[config.mk]
export PLATFORM = sky130hd
export DESIGN_NAME = dti_bcast_buf
export DESIGN_NICKNAME = d
export VERILOG_FILES = /design/src/rtl/dti_bcast_buf.sv
export SDC_FILE = /design/constraint.sdc
export NUM_CORES = 1
export LEC_CHECK = 0
export ABC_AREA = 1
export ABC_CLOCK_PERIOD_IN_PS = 2900
export CAP_MARGIN = 20
export CORE_UTILIZATION = 49
export CTS_CLUSTER_SIZE = 24
export DETAILED_ROUTE_END_ITERATION = 10
export GPL_TIMING_DRIVEN = 0
export PLACE_DENSITY = 0.93
export SYNTH_ARGS = -nofsm -noshare
export SYNTH_HDL_FRONTEND = slang
export SYNTH_SLANG_ARGS = --single-unit
[constraint.sdc]
create_clock -name clk -period 2.9 [get_ports clk]
set_input_delay 0.87 -clock clk [delete_from_list [all_inputs] [get_ports clk]]
set_output_delay 0.87 -clock clk [all_outputs]
set_load 0.005 [all_outputs]
[src/rtl/dti_bcast_buf.sv]
// Two-way broadcast buffer: one input stream fanned out to two independently
// stalling outputs, sharing a circular buffer with one read pointer per branch.
module dti_bcast_buf #(
  parameter int TDIN  = 16,
  parameter int DEPTH = 2
) (
  input  logic            clk,
  input  logic            rst,
  input  logic [TDIN-1:0] din_data_i,
  input  logic            din_valid_i,
  output logic            din_ready_o,
  output logic [TDIN-1:0] dout0_data_o,
  output logic            dout0_valid_o,
  input  logic            dout0_ready_i,
  output logic [TDIN-1:0] dout1_data_o,
  output logic            dout1_valid_o,
  input  logic            dout1_ready_i
);

  localparam int            PW   = (DEPTH > 1) ? $clog2(DEPTH) : 1;
  localparam int            CW   = PW + 1;
  localparam logic [CW-1:0] FULL = CW'(DEPTH);

  if (DEPTH < 2 || (DEPTH & (DEPTH - 1)) != 0) begin : g_depth_chk
    $error("dti_bcast_buf: DEPTH must be a power of two >= 2");
  end

  logic                 push;
  logic [PW-1:0]        wr_q, wr_d;
  logic [1:0][PW-1:0]   rd_q, rd_d;
  logic [1:0][CW-1:0]   cnt_q, cnt_d;
  logic [1:0]           vld;
  logic [1:0]           pop;
  logic [1:0]           br_rdy;
  logic [TDIN-1:0]      mem_q [DEPTH];

  assign br_rdy = {dout1_ready_i, dout0_ready_i};

  // Ready looks only at registered counters, so no path from either dout ready.
  assign din_ready_o = (cnt_q[0] < FULL) && (cnt_q[1] < FULL) && rst;
  assign push        = din_valid_i && din_ready_o;

  always_comb begin
    vld = '0;
    pop = '0;
    for (int k = 0; k < 2; k++) begin
      vld[k] = (cnt_q[k] != '0);
      pop[k] = vld[k] && br_rdy[k];
    end
  end

  always_comb begin
    wr_d  = wr_q;
    rd_d  = rd_q;
    cnt_d = cnt_q;
    if (push) begin
      wr_d = wr_q + PW'(1);
    end
    for (int k = 0; k < 2; k++) begin
      if (pop[k]) begin
        rd_d[k] = rd_q[k] + PW'(1);
      end
      // A push and a pop in the same cycle cancel on this branch's count.
      case ({push, pop[k]})
        2'b10:   cnt_d[k] = cnt_q[k] + CW'(1);
        2'b01:   cnt_d[k] = cnt_q[k] - CW'(1);
        default: cnt_d[k] = cnt_q[k];
      endcase
    end
  end

  always_ff @(posedge clk or negedge rst) begin
    if (!rst) begin
      wr_q  <= '0;
      rd_q  <= '0;
      cnt_q <= '0;
    end else begin
      wr_q  <= wr_d;
      rd_q  <= rd_d;
      cnt_q <= cnt_d;
    end
  end

  // Storage is not reset; push is already gated by rst through din_ready_o.
  always_ff @(posedge clk) begin
    if (push) begin
      mem_q[wr_q] <= din_data_i;
    end
  end

  assign dout0_valid_o = vld[0];
  assign dout1_valid_o = vld[1];
  assign dout0_data_o  = mem_q[rd_q[0]];
  assign dout1_data_o  = mem_q[rd_q[1]];

endmodule

==> results.sh <==
export IMPL_status="finished, final reports clean"
export IMPL_htree_levels=2
export IMPL_grt_max_degree=17
export IMPL_cpLargestDelayFamily="buffers and inverters"
export IMPL_cellLeakagePower_uw=0.00102
export IMPL_cpPeakStageDelay_ns=0.55
export IMPL_holdCritPathClass="in2async"
export IMPL_dieHeight_um=61.5
export IMPL_clock_path_buffers=2
export IMPL_synth_fp_nets=194
export IMPL_cp_end_kind="output pin"
export IMPL_yosys_top_cells_area="edfxtp_1 (55%), nand2_1 (11%), dfrtp_1 (10%)"
export IMPL_worstReg2RegStart="cnt_q[1]"
export IMPL_row_count=21
export IMPL_ant_nets=0
export IMPL_cp_slowest_cell="clkdlybuf4s50_1"
export IMPL_vias=1395
export IMPL_cellInternalPower_uw=1530
export IMPL_grt_pass1_wl_um=5500
export IMPL_p_seq_share_pct=34.3
export IMPL_n_fill_cell=258
export IMPL_total_power_uw=2230
export IMPL_final_area_mm2=0.00245
export IMPL_synthCells=171
export IMPL_dp_hpwl_um=2740
export IMPL_synth_top_area_share_pct=55.4
export IMPL_startpoint_type="flop"
export IMPL_rr_endpoint="mem_q[1][2]"
export IMPL_die_w_um=61.5
export IMPL_synth_area_mm2=0.00174
export IMPL_synth_distinct_cells=13
export IMPL_comb_power_share_pct=46.0
export IMPL_drive_above_1_share_pct=6.38
export IMPL_clock_sinks=39
export IMPL_track_usage_pct=21.4
export IMPL_syn2layout_area_growth_pct=41.2
export IMPL_path_cells="buf_2 > o21ai_0 > clkdlybuf4s50_1"
export IMPL_drt_iter0_drc=33
export IMPL_postCtsSetupBuffers=0
export IMPL_max_slew_worst_pin_slew_ns=0.656
export IMPL_io_buffer_count=55
export IMPL_wirelength_um=3830
export IMPL_max_cap_violations=0
export IMPL_worstPathArrival_ns=1.79
export IMPL_cts_tree="yes"
export IMPL_die_area_mm2=0.00378
export IMPL_placed_area_mm2=0.00235
export IMPL_antenna_found_initial=0
export IMPL_drc_errors=0
export IMPL_fin_setup_tns_ns=0
export IMPL_path_class="reg2out"
export IMPL_fin_crit_ns=2.66
export IMPL_switchingPower_uw=709
export IMPL_viasPerCell=4.96
export IMPL_io_pins=56
export IMPL_ys_seq_area_share_pct=65.5
export IMPL_hold_viol=0
export IMPL_cts_buffers=5
export IMPL_swShare_pct=31.7
export IMPL_power_density_mw_per_mm2=912
export IMPL_rsz0062_at_grt="no"
export IMPL_clk_latency_ns=0.34
export IMPL_maxSlewViolCount=0
export IMPL_syn_mean_instance_area_um2=10.1
export IMPL_synth_top_area_cell="edfxtp_1"
export IMPL_final_nets=257
export IMPL_overflow=0
export IMPL_fmax_ghz=0.377
export IMPL_clkPwrFrac_pct=19.6
export IMPL_finalCritPeriodShare_pct=91.6
export IMPL_drt_pass1_iter_count=4
export IMPL_cts_root_buf="clkbuf_4"
export IMPL_setup_violations=0
export IMPL_wl_per_cell_um=13.6
export IMPL_place_gp_congestion=0.731
export IMPL_critical_path_buf_inv_count=2
export IMPL_fin_worst_skew_ns=0.0160
export IMPL_n_antenna_cell=0
export IMPL_coreArea_mm2=0.00336
export IMPL_r2r_slack_ns=1.14
export IMPL_synth_seq_cells=39
export IMPL_cp_data_required_time_ns=2.03
export IMPL_start_util_pct=51.6
export IMPL_rr_worst_depth=4
export IMPL_max_slew_margin_rel_pct=56.2
export IMPL_yosysWarnings=0
export IMPL_grt_pass1_vias=1359
export IMPL_vdd_ir_drop_max_mv=0.737
export IMPL_clk_pin_slew_ns=0.12
export IMPL_worst_path_max_fanout=10
power by group through the flow:
stage / logic [uW] / clock network (uW) / registers [uW]
global placement: 987 / 0 / 775
floorplan: 463 / 0 / 762
detailed placement: 1030 / 0 / 779
finish: 1030 / 438 / 767
CTS: 1040 / 443 / 766
global route: 1140 / 467 / 777
flip-flops by register name, indices dropped and copies added, names as in the netlist:
register / count
wr_q: 1
cnt_q: 4
rd_q: 2
mem_q: 32
worst reg2reg max path: stages (launching register included):
cell and delay [ns]:
dfrtp_1 0.44, nor2_1 0.16, nand3_1 0.17, nor2_1 0.46
buf_6 0.24
metal layers:
layer / wire, um / GRT usage (%) / vias to the layer above
li1: - / - / 688
met1: 1480 / 20.1 / 664
met2: 2100 / 41.0 / 38
met3: 178 / 5.04 / 5
met4: 59 / 13.3 / 0
met5: 0 / 0 / -
through the flow:
step / setup WS (ns) / hold slack, ns / util [%] / instances
after global placement: -0.435 / 0.455 / 69.7 / 272
after CTS: 0.00246 / 0.508 / 73.0 / 281
after floorplan: 0.791 / 0.442 / - / 171
after detailed placement: -0.302 / 0.485 / 70.0 / 273
final: 0.245 / 0.366 / 72.9 / 281
after global routing: 0.110 / 0.346 / 72.9 / 281
worst max-delay path by stage:
stage                      startpoint         endpoint  cells after the start
final                         rd_q[0]  dout0_data_o[9]                      3
after CTS                         rst      din_ready_o                      4
after global routing          rd_q[0]  dout0_data_o[9]                      3
after detailed placement          rst      din_ready_o                      4
after global placement            rst      mem_q[1][3]                      3
after floorplan           din_valid_i      mem_q[1][0]                      2
kinds of logic (layout without fill, tap and decap cells):
family                   Yosys count  after routing  synth area share (%)
XOR/XNOR                           2              2                  1.01
AND/OR/NAND/NOR                   62             62                  14.5
flip-flops                        39             39                  65.5
adder cells (fa/ha/maj)            2              2                  1.44
buffers and inverters             34             98                  8.36
AO/OA/AOI/OAI                     32             32                  9.23
layout make-up:
type                       count  area, um^2  share of cell area, %
buffer                         6        40.0                   1.63
inverter                      28         105                   4.29
clock inverter                 2        60.1                   2.45
clock buffer                   6        41.3                   1.68
multi-input combinational     98         454                   18.5
sequential                    39        1140                   46.4
timing repair buffer          56         557                   22.7
tap                           46        57.6                   2.35
cells in the final DEF, fill, tap and decap left out:
master           Yosys  layout
buf_2                2       2
buf_4                4       4
buf_6                0       1
bufinv_16            0       2
clkbuf_1             0       1
clkbuf_2             0       1
clkbuf_4             0       5
clkdlybuf4s50_1      0      54
dfrtp_1              7       7
edfxtp_1            32      32
ha_1                 2       2
inv_1               28      28
nand2_1             51      51
nand3_1              3       3
nand3b_1             2       2
nand4_1              3       3
nor2_1               3       3
o21ai_0             32      32
xnor2_1              2       2
synth_stat cells:
cell,instances
buf_2,2
buf_4,4
dfrtp_1,7
edfxtp_1,32
ha_1,2
inv_1,28
nand2_1,51
nand3_1,3
nand3b_1,2
nand4_1,3
nor2_1,3
o21ai_0,32
xnor2_1,2
timing repair:
action                                  4_1_cts  5_1_grt
resized for setup                             2        1
endpoints found under the setup margin        1        1
hold buffers                                  0        0
(Power assumes the default switching activity.)
